## config.mk

```make
export PLATFORM = sky130hd
export DESIGN_NAME = prog_ctr_seq
export DESIGN_NICKNAME = d
export VERILOG_FILES = /design/src/rtl/prog_ctr_pkg.sv /design/src/rtl/ret_stack.sv /design/src/rtl/prog_ctr_seq.sv
export SDC_FILE = /design/constraint.sdc
export NUM_CORES = 1
export LEC_CHECK = 0
export BUFFER_PORTS_ARGS = -buffer_cell sky130_fd_sc_hd__buf_4
export CAP_MARGIN = 30
export CORE_MARGIN = 2
export CORE_UTILIZATION = 25
export DETAILED_ROUTE_END_ITERATION = 7
export PLACE_DENSITY = 0.49
export SLEW_MARGIN = 15
export SYNTH_ARGS = -nofsm -noshare
export SYNTH_HDL_FRONTEND = slang
export SYNTH_HIERARCHICAL = 1
export SYNTH_SLANG_ARGS = --single-unit
```

## constraint.sdc

```tcl
create_clock -name Clk -period 7 [get_ports Clk]
set_clock_uncertainty 0.05 [all_clocks]
set_input_delay 0.7 -clock Clk [delete_from_list [all_inputs] [get_ports Clk]]
set_output_delay 0.7 -clock Clk [all_outputs]
set_load 0.03 [all_outputs]
```

## src/rtl/prog_ctr_pkg.sv

```systemverilog
// Shared types for the program-sequencing unit: branch opcodes and FSM states.
// Imported by prog_ctr_seq and ret_stack.
package prog_ctr_pkg;

  typedef enum logic [2:0] {
    NONE = 3'd0,
    JE   = 3'd1,
    JNE  = 3'd2,
    JMP  = 3'd3,
    REL  = 3'd4,
    CALL = 3'd5,
    RET  = 3'd6
  } br_op_e;

  typedef enum logic [1:0] {
    IDLE = 2'd0,
    RUN  = 2'd1,
    DONE = 2'd2
  } pc_state_e;

  // Pointer width that can also represent the "full" count DEPTH.
  function automatic int sp_width(input int depth);
    return $clog2(depth) + 1;
  endfunction

endpackage

```

## src/rtl/ret_stack.sv

```systemverilog
// DEPTH x L hardware return stack (LIFO). Only the stack pointer is reset;
// entry storage is plain registers whose contents are don't-care after reset.
module ret_stack
  import prog_ctr_pkg::*;
#(
  parameter int L     = 10,
  parameter int DEPTH = 4
) (
  input  logic         Clk,
  input  logic         Reset,
  input  logic         Clr,
  input  logic         Push,
  input  logic         Pop,
  input  logic [L-1:0] PushData,
  output logic [L-1:0] TopData,
  output logic         Full,
  output logic         Empty
);

  localparam int PW = $clog2(DEPTH);
  localparam int SW = sp_width(DEPTH);
  localparam logic [PW-1:0] IDX_ONE = PW'(1);

  logic [L-1:0]  mem_q [DEPTH];
  logic [SW-1:0] sp_q;
  logic [SW-1:0] sp_d;
  logic [PW-1:0] wr_idx;
  logic [PW-1:0] top_idx;

  assign wr_idx  = sp_q[PW-1:0];
  // At sp == DEPTH the low bits wrap to 0, so top_idx lands on DEPTH-1.
  assign top_idx = sp_q[PW-1:0] - IDX_ONE;

  assign Full    = (sp_q == SW'(DEPTH));
  assign Empty   = (sp_q == '0);
  assign TopData = mem_q[top_idx];

  always_comb begin
    sp_d = sp_q;
    if (Clr) begin
      sp_d = '0;
    end else if (Push && !Full) begin
      sp_d = sp_q + SW'(1);
    end else if (Pop && !Empty) begin
      sp_d = sp_q - SW'(1);
    end
  end

  always_ff @(posedge Clk or negedge Reset) begin
    if (!Reset) begin
      sp_q <= '0;
    end else begin
      sp_q <= sp_d;
    end
  end

  always_ff @(posedge Clk) begin
    if (!Clr && Push && !Full) begin
      mem_q[wr_idx] <= PushData;
    end
  end

endmodule

```

## src/rtl/prog_ctr_seq.sv

```systemverilog
// Program sequencer: fetch-address register with program entry select,
// absolute/relative/conditional jumps and call/return via ret_stack.
//
//   state | meaning
//   IDLE  | out of reset, waiting for Start with a valid ProgSel
//   RUN   | fetching; ProgCtr advances per BrOp unless stalled or halted
//   DONE  | program ended (Halt or stack fault); waiting for next Start
module prog_ctr_seq
  import prog_ctr_pkg::*;
#(
  parameter int                           L          = 10,
  parameter int                           NPROG      = 3,
  parameter logic [NPROG-1:0][L-1:0]      START_ADDR = {10'h200, 10'h100, 10'h000},
  parameter int                           DEPTH      = 4,
  parameter int                           OW         = 6,
  localparam int                          SELW       = (NPROG > 1) ? $clog2(NPROG) : 1
) (
  input  logic            Clk,
  input  logic            Reset,
  input  logic            Start,
  input  logic [SELW-1:0] ProgSel,
  input  logic            Stall,
  input  logic            Halt,
  input  logic [2:0]      BrOp,
  input  logic            Zero,
  input  logic [L-1:0]    DestAddr,
  input  logic [OW-1:0]   Offset,
  output logic [L-1:0]    ProgCtr,
  output logic            Busy,
  output logic            Done,
  output logic            Fault
);

  pc_state_e    state_q, state_d;
  logic [L-1:0] pc_q, pc_d;
  logic         fault_q, fault_d;

  logic         stk_clr, stk_push, stk_pop;
  logic [L-1:0] stk_top;
  logic         stk_full, stk_empty;

  logic [L-1:0] pc_inc;
  logic [L-1:0] pc_rel;
  logic [L-1:0] start_pc;
  logic         sel_ok;
  br_op_e       op;

  assign pc_inc = pc_q + L'(1);
  assign pc_rel = pc_q + {{(L-OW){Offset[OW-1]}}, Offset};
  assign op     = br_op_e'(BrOp);

  // Entry-address mux; out-of-range ProgSel leaves sel_ok low so Start is ignored.
  always_comb begin
    start_pc = '0;
    sel_ok   = 1'b0;
    for (int i = 0; i < NPROG; i++) begin
      if (ProgSel == SELW'(i)) begin
        start_pc = START_ADDR[i];
        sel_ok   = 1'b1;
      end
    end
  end

  ret_stack #(
    .L     (L),
    .DEPTH (DEPTH)
  ) u_ret_stack (
    .Clk      (Clk),
    .Reset    (Reset),
    .Clr      (stk_clr),
    .Push     (stk_push),
    .Pop      (stk_pop),
    .PushData (pc_inc),
    .TopData  (stk_top),
    .Full     (stk_full),
    .Empty    (stk_empty)
  );

  always_ff @(posedge Clk or negedge Reset) begin
    if (!Reset) begin
      state_q <= IDLE;
      pc_q    <= '0;
      fault_q <= 1'b0;
    end else begin
      state_q <= state_d;
      pc_q    <= pc_d;
      fault_q <= fault_d;
    end
  end

  always_comb begin
    state_d  = state_q;
    pc_d     = pc_q;
    fault_d  = fault_q;
    stk_clr  = 1'b0;
    stk_push = 1'b0;
    stk_pop  = 1'b0;
    unique case (state_q)
      IDLE, DONE: begin
        if (Start && sel_ok) begin
          pc_d    = start_pc;
          fault_d = 1'b0;
          stk_clr = 1'b1;
          state_d = RUN;
        end
      end
      RUN: begin
        if (Stall) begin
          state_d = RUN;
        end else if (Halt) begin
          state_d = DONE;
        end else begin
          case (op)
            JE:      pc_d = Zero ? DestAddr : pc_inc;
            JNE:     pc_d = Zero ? pc_inc : DestAddr;
            JMP:     pc_d = DestAddr;
            REL:     pc_d = pc_rel;
            CALL: begin
              if (stk_full) begin
                fault_d = 1'b1;
                state_d = DONE;
              end else begin
                stk_push = 1'b1;
                pc_d     = DestAddr;
              end
            end
            RET: begin
              if (stk_empty) begin
                fault_d = 1'b1;
                state_d = DONE;
              end else begin
                stk_pop = 1'b1;
                pc_d    = stk_top;
              end
            end
            default: pc_d = pc_inc;
          endcase
        end
      end
      default: begin
        state_d = IDLE;
        pc_d    = '0;
      end
    endcase
  end

  always_comb begin
    ProgCtr = pc_q;
    Fault   = fault_q;
    Busy    = (state_q == RUN);
    Done    = (state_q == DONE);
  end

endmodule

```

==> summary.md <==
| Metric | Value |
|---|---|
| Worst skew pair latency | 0.30 ns |
| WL/cell | 16.3 microns |
| Routed vias | 2479 |
| Drt drc | 0 |
| IO Pins | 40 |
| Starting Density | 25.5% |
| Layout Area Growth over Synthesis | 18.3% |
| Vias/cell | 4.88 |
| Clk sinks | 56 |
| Post-CTS setup buffer count | 0 |
| Core Region | 0.0132 sq mm |
| Std cell rows | 42 |
| Iteration-0 DRC Markers | 170 |
| Commonest non-fill, non-tap cell in the layout | edfxtp_1 |
| Mapped Area | between 0.003 and 0.004 sq mm |
| Die ar. | 0.0144 sq mm |
| Worst ir drop on vdd | between 0.1 and 0.15 mV |
| Status | finished clean |
| P_leak | 1.54 nW |
| Power density over the cells | 327 mW/mm^2 |
| Clock power frac | 20.2% |
| Combinational share of power | 41.7% |
| Clock tree from TritonCTS | built |
| Die X | 120 microns |
| Number of distinct library cells after synthesis | 63 |
| Post-synth top area share | between 30% and 40% |
| Final period util | between 50 and 60% |
| Least-Margin Pin Slew | 0.793 ns |
| Yosys top cell by area | edfxtp_1 |
| Cell Area, Placed | 0.00383 sq mm |
| Placer Congestion | 0.782 |
| WP data required | 6.89 ns |
| Largest net degree at the start of global routing | 23 |
| Slew HR | between 40% and 50% |
| Post-Syn Instances | between 200 and 300 |
| Reg clk slew, reported paths | ~0.08 ns |
| Syn avg cell area | roughly 11 sq um |
| RSZ-0062 raised after global routing | no |
| Area contributors post-synth | edfxtp_1 (36%), dfrtp_1 (12%), mux4_2 (6.7%) |
| Ys flop type | edfxtp_1 |
| Final setup fails | 0 |
| Commonest non-fill, non-tap cells in the layout | edfxtp_1 (40), buf_4 (39), nand2_1 (21), nor2_1 (17) |
| Layout net count | approximately 370 |
| First-pass GRT wire length | 13500 microns |
| H-tree depth | 2 |
| Slew Limit Fails | 0 |
| Number of global-route vias before repair | ~2.5k |
| ANT cells | 0 |
| Final hold violations | 0 |
| Num CTS Buffers | 5 |
| GRT overflow | 0 |
| Critical path type | register to register |
| Sequential fraction of the synthesis area | 47.6% |
| Total GRT Usage | 11.9% |
| Max Cap Viol | 0 |
| Switching portion of total power | 40.3% |
| Count of hold-fix buffers inserted at cts | 0 |
| Hold Crit Class | input port to asynchronous set/reset pin |
| Crit path DAT | 3.60 ns |
| Min Tclk post-route | approximately 3.7 ns |
| CP Max Fanout | 15 |
| Final Non-Filler Cells | between 500 and 600 |
| Layout cells sized above 1 | a little over a fifth |
| Post-route ant nets | 0 |
| Post-CTS sizing | 0 |
| FMAX | 0.270 GHz |
| Inst Count DP | 500 |
| I/O Buffers | 39 |
| Seq pwr share | between 30% and 40% |
| Syn Nets | 337 |
| Yosys warns | 6 |
| Die height | between 100 and 150 microns |
| Total Wirelength | around 8300 microns |
| Int Pwr | 778 uW |
| Async S/R FF share, synth | roughly 29% |
| First-pass DRT Iterations | 4 |
| Number of synthesized register bits | 56 |
| Setup_tns | 0 ns |
| Filler cells | 1343 |
| Post-synth EDFFs | 40 |
| Final instance area | 0.00398 sq mm |
| Crit path capture type | register |
| HPWL after detailed placement | 6440 microns |
| Initial antenna violation count | 0 |
| End-of-flow core utilization | 30.2% |
| Kind of start point of the critical path | register |
| CTS root buffer | clkbuf_16 |
| Clock buffer depth | 2 |
| P_sw | 525 uW |
[metrics by stage]
step | setup WS, ns | hold slack, ns | power (mW)
6_report | 3.29 | 0.202 | 1.30
5_1_grt | 2.95 | 0.218 | 1.39
4_1_cts | 3.24 | 0.211 | 1.32
3_5_place_dp | 3.26 | 0.478 | 1.05
3_3_place_gp | 3.42 | 0.481 | 1.05
2_1_floorplan | 3.98 | 0.354 | 0.872
[per-layer routing]
metal / share of wire (%) / wire length (microns) / global-route usage [%]
met1: 45 / 3700 / 15.1
met2: 51 / 4240 / 20.9
met3: 2.9 / 241 / 2.14
met4: 1.4 / 112 / 3.16
met5: 0 / 0 / 0
[path summary, 6_finish.rpt]
check | depth (start not counted) | slack [ns] | startpoint | endpoint
max in group asynchronous | 1 | 6.50 | Reset | u_ret_stack/sp_q[0]
worst max register to register | 8 | 3.29 | u_ret_stack/sp_q[0] | u_ret_stack/mem_q[0][0]
worst max-delay path | 8 | 3.29 | u_ret_stack/sp_q[0] | u_ret_stack/mem_q[0][0]
min in group Clk | 2 | 0.50 | Fault | Fault
worst min-delay path | 1 | 0.20 | Reset | state_q[1]
worst min register to register | 2 | 0.50 | Fault | Fault
[area by class of cell]
type | instances | area [sq um] | share of cell area [%]
multi-input combinational | 213 | 1650 | 41.5
clock buffer | 5 | 125 | 3.14
tap | 176 | 220 | 5.53
sequential | 56 | 1600 | 40.2
clock inverter | 3 | 28.8 | 0.723
timing repair buffer | 39 | 293 | 7.35
inverter | 16 | 60.1 | 1.51
[kinds of logic after synthesis]
| kind of cell | Yosys count | share of synthesized area [%] |
|---|---|---|
| AO/OA/AOI/OAI | 89 | 18.3 |
| AND/OR/NAND/NOR | 84 | 14.0 |
| flip-flops | 56 | 47.6 |
| buffers and inverters | 25 | 3.31 |
| adder cells (fa/ha/maj) | 16 | 6.39 |
| XOR/XNOR | 12 | 3.12 |
| multiplexers | 12 | 7.29 |
[cells in the mapped netlist, types with 2 or more instances]
cell and number:
a2bb2oi_1 2, o21bai_1 2, buf_2 5, a22o_1 4, o21ai_1 7, xnor2_1 6, or3_1 2, a222oi_1 7
o31ai_1 2, inv_2 3, buf_4 3, o22ai_1 2, ha_1 14, a21oi_1 16, nor2b_1 3, a21boi_1 3
inv_1 13, nor2_1 17, nor4b_1 2, mux2i_1 2, o21ai_0 13, a21o_1 8, a31oi_1 7, xor2_1 6
o21a_1 2, and2_1 5, nand2_1 21, dfrtp_1 16, nand2b_1 3, nor3_1 9, mux4_2 10, fa_1 2
nand3_1 5, nand3b_1 4, edfxtp_1 40
[registers in the layout, summed over array words and instances, names as in the netlist]
signal,count
ProgCtr,10
Fault,1
u_ret_stack/mem_q,40
u_ret_stack/sp_q,3
state_q,2
[power groups by stage]
stage	registers [mW]	clock network, mW	logic (mW)
final	0.496	0.264	0.543
after global routing	0.504	0.282	0.603
after CTS	0.497	0.269	0.550
after detailed placement	0.504	0	0.546
after global placement	0.504	0	0.546
after floorplan	0.528	0	0.344
[critical path, cell delays in order, from the launching register on]
cell	delay, ns
dfrtp_1	0.80
inv_1	0.22
ha_1	0.32
nand2_1	0.11
inv_1	0.08
nor4b_1	0.67
inv_1	0.18
nor3_1	0.45
and2_1	0.48
No activity file was read; power rests on OpenSTA's default activity.
